--- config.mk ---
export PLATFORM = sky130hd
export DESIGN_NAME = sram_prefetch_fifo
export DESIGN_NICKNAME = d
export VERILOG_FILES = /design/src/rtl/sram_fifo_pkg.sv /design/src/rtl/sram_2p_wrapper.sv /design/src/rtl/sram_prefetch_fifo.sv
export SDC_FILE = /design/constraint.sdc
export NUM_CORES = 2
export LEC_CHECK = 0
export CORE_MARGIN = 4
export CORE_UTILIZATION = 35
export CTS_CLUSTER_DIAMETER = 40
export DETAILED_ROUTE_END_ITERATION = 10
export PLACE_DENSITY = 0.53
export REMOVE_ABC_BUFFERS = 1
export SLEW_MARGIN = 20
export SYNTH_ARGS = -nofsm -noshare
export SYNTH_HDL_FRONTEND = slang
export SYNTH_SLANG_ARGS = --single-unit
export TNS_END_PERCENT = 1
--- constraint.sdc ---
create_clock -name clk -period 6.1 [get_ports clk]
set_input_delay 0.915 -clock clk [delete_from_list [all_inputs] [get_ports clk]]
set_output_delay 0.915 -clock clk [all_outputs]
set_load 0.02 [all_outputs]
--- src/rtl/sram_fifo_pkg.sv ---
// Shared constants and helpers for the SRAM-backed prefetch FIFO.
//   PF_DEPTH : number of prefetch registers in front of the SRAM
//   ptr_w()  : ring pointer width (row address bits plus one wrap bit)
package sram_fifo_pkg;

  localparam int PF_DEPTH = 2;

  function automatic int ptr_w(input int depth);
    return $clog2(depth) + 1;
  endfunction

endpackage

--- src/rtl/sram_2p_wrapper.sv ---
// Simple-dual-port (1R1W) SRAM model, WIDTH x DEPTH.
// Read data is registered, so it is valid one cycle after rd_en.
// Ports:
//   clk              clock
//   rd_en, rd_addr   read request; rd_data updates on the next edge
//   rd_data          registered read data
//   wr_en, wr_addr, wr_data  write port
module sram_2p_wrapper #(
  parameter int WIDTH = 32,
  parameter int DEPTH = 64,
  parameter int AW    = $clog2(DEPTH)
) (
  input  logic             clk,
  input  logic             rd_en,
  input  logic [AW-1:0]    rd_addr,
  output logic [WIDTH-1:0] rd_data,
  input  logic             wr_en,
  input  logic [AW-1:0]    wr_addr,
  input  logic [WIDTH-1:0] wr_data
);

  logic [WIDTH-1:0] mem [DEPTH];

  always_ff @(posedge clk) begin
    if (wr_en) mem[wr_addr] <= wr_data;
    if (rd_en) rd_data <= mem[rd_addr];
  end

endmodule

--- src/rtl/sram_prefetch_fifo.sv ---
// SRAM-backed stream FIFO with a 2-entry prefetch buffer in front of the
// SRAM. The prefetch buffer hides the one-cycle SRAM read latency, which
// gives single-cycle pop throughput. Total capacity is DEPTH+2 words.
// Ports:
//   clk, rst_n         clock, asynchronous active-low reset
//   flush              synchronous clear of all contents
//   in_valid/in_data   push side; in_ready depends on registered state only
//   out_valid/out_data pop side (head word); out_ready pops
//   level              words held (SRAM + read in flight + prefetch)
//   almost_full        level >= AFULL_TH
//   almost_empty       level <= AEMPTY_TH
//   empty              level == 0
module sram_prefetch_fifo
  import sram_fifo_pkg::*;
#(
  parameter int WIDTH     = 32,
  parameter int DEPTH     = 64,
  parameter int AFULL_TH  = DEPTH - 2,
  parameter int AEMPTY_TH = 2,
  parameter int LVL_W     = $clog2(DEPTH + 3)
) (
  input  logic             clk,
  input  logic             rst_n,
  input  logic             flush,
  input  logic             in_valid,
  input  logic [WIDTH-1:0] in_data,
  output logic             in_ready,
  output logic             out_valid,
  output logic [WIDTH-1:0] out_data,
  input  logic             out_ready,
  output logic [LVL_W-1:0] level,
  output logic             almost_full,
  output logic             almost_empty,
  output logic             empty
);

  localparam int PW = ptr_w(DEPTH);
  localparam int AW = PW - 1;

  logic [PW-1:0]    wptr, rptr;
  logic             rif;
  logic [WIDTH-1:0] pf [PF_DEPTH];
  logic             head;
  logic [1:0]       pf_cnt;

  logic             sram_empty, sram_full;
  logic             push, pop, bypass, sram_wr, rd_issue, pf_add, tail;
  logic [WIDTH-1:0] pf_din, rd_data;

  // Ring increment that wraps at DEPTH (works for non-power-of-2 DEPTH)
  // and toggles the wrap bit on the DEPTH-1 -> 0 transition.
  function automatic logic [PW-1:0] ptr_inc(input logic [PW-1:0] p);
    if (p[AW-1:0] == AW'(DEPTH - 1)) return {~p[AW], {AW{1'b0}}};
    return p + PW'(1);
  endfunction

  assign sram_empty = (wptr == rptr);
  assign sram_full  = (wptr[AW-1:0] == rptr[AW-1:0]) && (wptr[AW] != rptr[AW]);

  assign in_ready  = ~sram_full;
  assign out_valid = (pf_cnt != 2'd0);
  // pf entries and head are registers; the head word is a register select.
  assign out_data  = pf[head];

  assign empty        = (level == '0);
  assign almost_empty = (level <= LVL_W'(AEMPTY_TH));
  assign almost_full  = (level >= LVL_W'(AFULL_TH));

  always_comb begin
    push     = 1'b0;
    pop      = 1'b0;
    bypass   = 1'b0;
    sram_wr  = 1'b0;
    rd_issue = 1'b0;
    pf_add   = 1'b0;
    pf_din   = rd_data;
    tail     = head ^ pf_cnt[0];
    if (!flush) begin
      push = in_valid & in_ready;
      pop  = out_valid & out_ready;
      // Bypass only when nothing older sits in SRAM or in flight, so a
      // bypassed word can never overtake earlier data.
      bypass = push & sram_empty & ~rif &
               (({1'b0, pf_cnt} - {2'b0, pop}) < 3'(PF_DEPTH));
      sram_wr = push & ~bypass;
      // Count the in-flight word as occupying a pf slot when deciding
      // whether another read fits.
      rd_issue = ~sram_empty &
                 (({1'b0, pf_cnt} + {2'b0, rif} - {2'b0, pop}) < 3'(PF_DEPTH));
      // Bypass requires rif==0 and landing requires rif==1: never both.
      pf_add = bypass | rif;
      pf_din = bypass ? in_data : rd_data;
    end
  end

  always_ff @(posedge clk or negedge rst_n) begin
    if (!rst_n) begin
      wptr   <= '0;
      rptr   <= '0;
      rif    <= 1'b0;
      head   <= 1'b0;
      pf_cnt <= '0;
      level  <= '0;
      for (int unsigned i = 0; i < PF_DEPTH; i++) pf[i] <= '0;
    end else if (flush) begin
      // Clearing rif discards any read landing this cycle or next.
      wptr   <= '0;
      rptr   <= '0;
      rif    <= 1'b0;
      head   <= 1'b0;
      pf_cnt <= '0;
      level  <= '0;
    end else begin
      if (sram_wr)  wptr <= ptr_inc(wptr);
      if (rd_issue) rptr <= ptr_inc(rptr);
      rif <= rd_issue;
      if (pf_add) pf[tail] <= pf_din;
      if (pop)    head <= ~head;
      pf_cnt <= pf_cnt + 2'(pf_add) - 2'(pop);
      level  <= level + LVL_W'(push) - LVL_W'(pop);
    end
  end

  sram_2p_wrapper #(
    .WIDTH (WIDTH),
    .DEPTH (DEPTH)
  ) u_sram (
    .clk     (clk),
    .rd_en   (rd_issue),
    .rd_addr (rptr[AW-1:0]),
    .rd_data (rd_data),
    .wr_en   (sram_wr),
    .wr_addr (wptr[AW-1:0]),
    .wr_data (in_data)
  );

endmodule

==> results.yml <==
outcome:
  status: "finished, final reports clean"
yosys:
  ys_async_sr_fraction_pct: 4.10
  syn_area_um2: 84000
  ys_types: 58
  synthSimpleGateAreaFrac_pct: 1.94
  ys_seq_area_share_pct: 77.0
  synth_most_common_cell: "edfxtp_1"
  synth_commonest_cells: "edfxtp_1, mux4_2, mux2i_1"
  synthFlopType: "edfxtp_1"
  synth_compound_area_share_pct: 2.84
  synth_fa_ha_area_share_pct: 0.360
  synth_xor_area_share_pct: 0.240
  synth-edff-count: 2080
  netlist_instances: 3905
  synthMuxAreaShare_pct: 16.1
  synth-seq-cells: 2169
  yosys-top-cells-area: "edfxtp_1, mux4_2, dfrtp_1"
  yosys_warnings: 0
  avgSynthCellArea_um2: 21.5
  synth_top_area_share_pct: 74.3
  synth_top_family_by_area: "multiplexers"
  yosysTopAreaCell: "edfxtp_1"
floorplanning:
  dieArea_um2: 248000
  rows: 179
  core_area_um2: 238000
  ios: 81
  die_y_um: 498
  start_util_pct: 35.3
  fp.dieW_um: 498
critical_path:
  critPathKind: "reg -> out"
  cp-start-kind: "register"
  r2r_setup_slack_ns: 1.97
  required_ns: 5.18
  crit_path_max_fanout: 39
  cp.arrival_ns: 3.48
  end_kind: "output pin"
route:
  wirelength_mm: 226
  ant_nets: 0
  wl_per_cell_um: 29.6
  drc_errors: 0
  drtPass1Iterations: 5
  drtIter0Drc: 4291
  via_count: 40495
  avgViaCountPerCell: 5.31
placement:
  gp_congestion: 0.816
  dp_cells: 7117
  hpwl_mm: 129
  port_buffers: 80
clock_tree:
  post_cts_buffers: 0
  cts_tree: "yes"
  cts.sinks: 2169
  cts_buffers: 294
  clock_latency_ns: 0.92
  cts_htree_levels: 5
  cts_root_buf: "clkbuf_16"
  clk_path_buf_depth: 4
  clk_pin_slew_worst_paths_ns: 0.06
min_path:
  hold_path.class: "in -> reg"
timing:
  slew_violations: 0
  finClkSkew_ns: 0.0374
  setup_viol: 0
  final.min_clock_period_ns: 4.39
  max_slew.worst_pin.slew_ns: 1.30
  relSlewSlack_pct: 12.1
  rsz0062_at_grt: "no"
  max_freq_ghz: 0.228
  finalSetupTns_ns: 0
  fin_crit_sh_pct: 72.0
  hold_violations: 0
flow_run:
  drv_cap: 0
global_route:
  grt_max_degree: 98
  gr-total-overflow: 0
  grt_usage_pct: 18.0
  grt_pass1_wl_mm: 320
  antenna_found_initial: 17
  grt_pass1_vias: 41516
finish:
  fillers: 20806
  nets: 4307
  final_cells: 7632
  syn2layout_area_growth_pct: 17.8
  drive_gt1_share_pct: 28.5
power_and_ir_drop:
  power.density_nw_per_um2: 405
  power.total_uw: 40100
  p_leak_uw: 0.0307
  irDropWorstVdd_mv: 0.210
[cell usage in the layout (no fill, tap or decap), types with 9 or more instances in the layout]
cell type / n
a22oi_1: 43
clkinvlp_4: 24
clkbuf_16: 304
dfrtp_1: 84
inv_6: 19
clkbuf_1: 47
a21oi_1: 57
a211oi_1: 46
nor3_1: 19
buf_12: 18
o21ai_1: 22
xor2_1: 9
nand2_1: 98
clkdlybuf4s50_1: 47
clkinv_4: 25
bufinv_16: 23
clkinv_1: 29
xnor2_1: 14
buf_4: 169
a221oi_1: 10
nor2_4: 63
mux2_2: 45
ha_1: 21
nor2b_1: 45
clkinv_2: 30
nand3_1: 18
buf_2: 32
nor2_1: 67
inv_1: 20
edfxtp_1: 2080
mux4_2: 491
mux2i_1: 194
o21ai_0: 72
o22ai_1: 47
a22o_1: 20
[sequential cells by signal, indices dropped and copies added (netlist names), 2 cells and up]
signal / flops
level: 7
pf: 64
pf_cnt: 2
rptr: 7
u_sram.mem: 2048
u_sram.rd_data: 32
wptr: 7
[cell families (layout without fill, tap and decap cells)]
logic type / Yosys count / count (layout)
buf+inv: 242 / 798
compound gates: 364 / 364
flops: 2169 / 2169
simple gates: 354 / 354
mux: 730 / 730
other cells: 0 / 4
fa+ha+maj: 23 / 23
xor+xnor: 23 / 23
[power breakdown]
part	switching (µW)	internal (µW)	leakage (µW)
sequential	300	16800	0.0198
combinational	3810	2690	0.00636
clock	6330	10100	0.00454
total	10400	29600	0.0307
[metal layers]
metal / vias to the layer above / share of wire (%) / GRT usage, %
li1: 17053 / - / -
met1: 21860 / 42 / 24.5
met2: 1260 / 50 / 30.0
met3: 316 / 5.6 / 3.05
met4: 6 / 2.3 / 4.88
met5: - / 0.018 / 0
[timing repair]
| action | CTS | global route |
|---|---|---|
| resized for setup | 0 | 0 |
| hold buffers | 1 | 0 |
| setup endpoints to repair | 0 | 0 |
| hold endpoints to repair | 14 | 0 |
[final timing paths]
path,startpoint,to,cells after the start
max,rptr[0],in_ready,5
min,in_data[27],u_sram.mem[23][27],1
max reg2reg,rptr[0],u_sram.rd_data[5],7
min reg2reg,pf[4],pf[4],2
max in group asynchronous,rst_n,rptr[1],3
min in group asynchronous,rst_n,pf[27],2
[critical path, cell delays in order, from the launching register on]
cell             delay (ns)
dfrtp_4                1.08
xnor2_1                0.20
nand2_1                0.15
or2_1                  0.26
nand2b_1               0.25
clkdlybuf4s50_1        0.61
[metrics by stage]
step / worst slack (ns) / hold slack [ns] / area, µm² / util, %
2_1_floorplan: -15.71 / 0.444 / 82800 / -
3_3_place_gp: 1.44 / 0.457 / 89500 / 37.6
3_5_place_dp: 1.50 / 0.464 / 89500 / 37.6
4_1_cts: 1.64 / 0.328 / 99000 / 41.5
5_1_grt: 1.53 / 0.365 / 99000 / 41.5
6_report: 1.71 / 0.405 / 99000 / 41.5
[cell type report]
cell class | instances | area (µm²) | area share, %
Antenna cell | 4 | 10.0 | 0.0101
Tap cell | 3167 | 3960 | 4.00
Clock inverter | 158 | 1610 | 1.63
Multi-Input combinational cell | 1494 | 18500 | 18.7
Clock buffer | 352 | 7800 | 7.88
Timing Repair Buffer | 268 | 2280 | 2.30
Inverter | 20 | 75.1 | 0.0758
Sequential cell | 2169 | 64700 | 65.4
No activity file was read; power rests on OpenSTA's default activity.
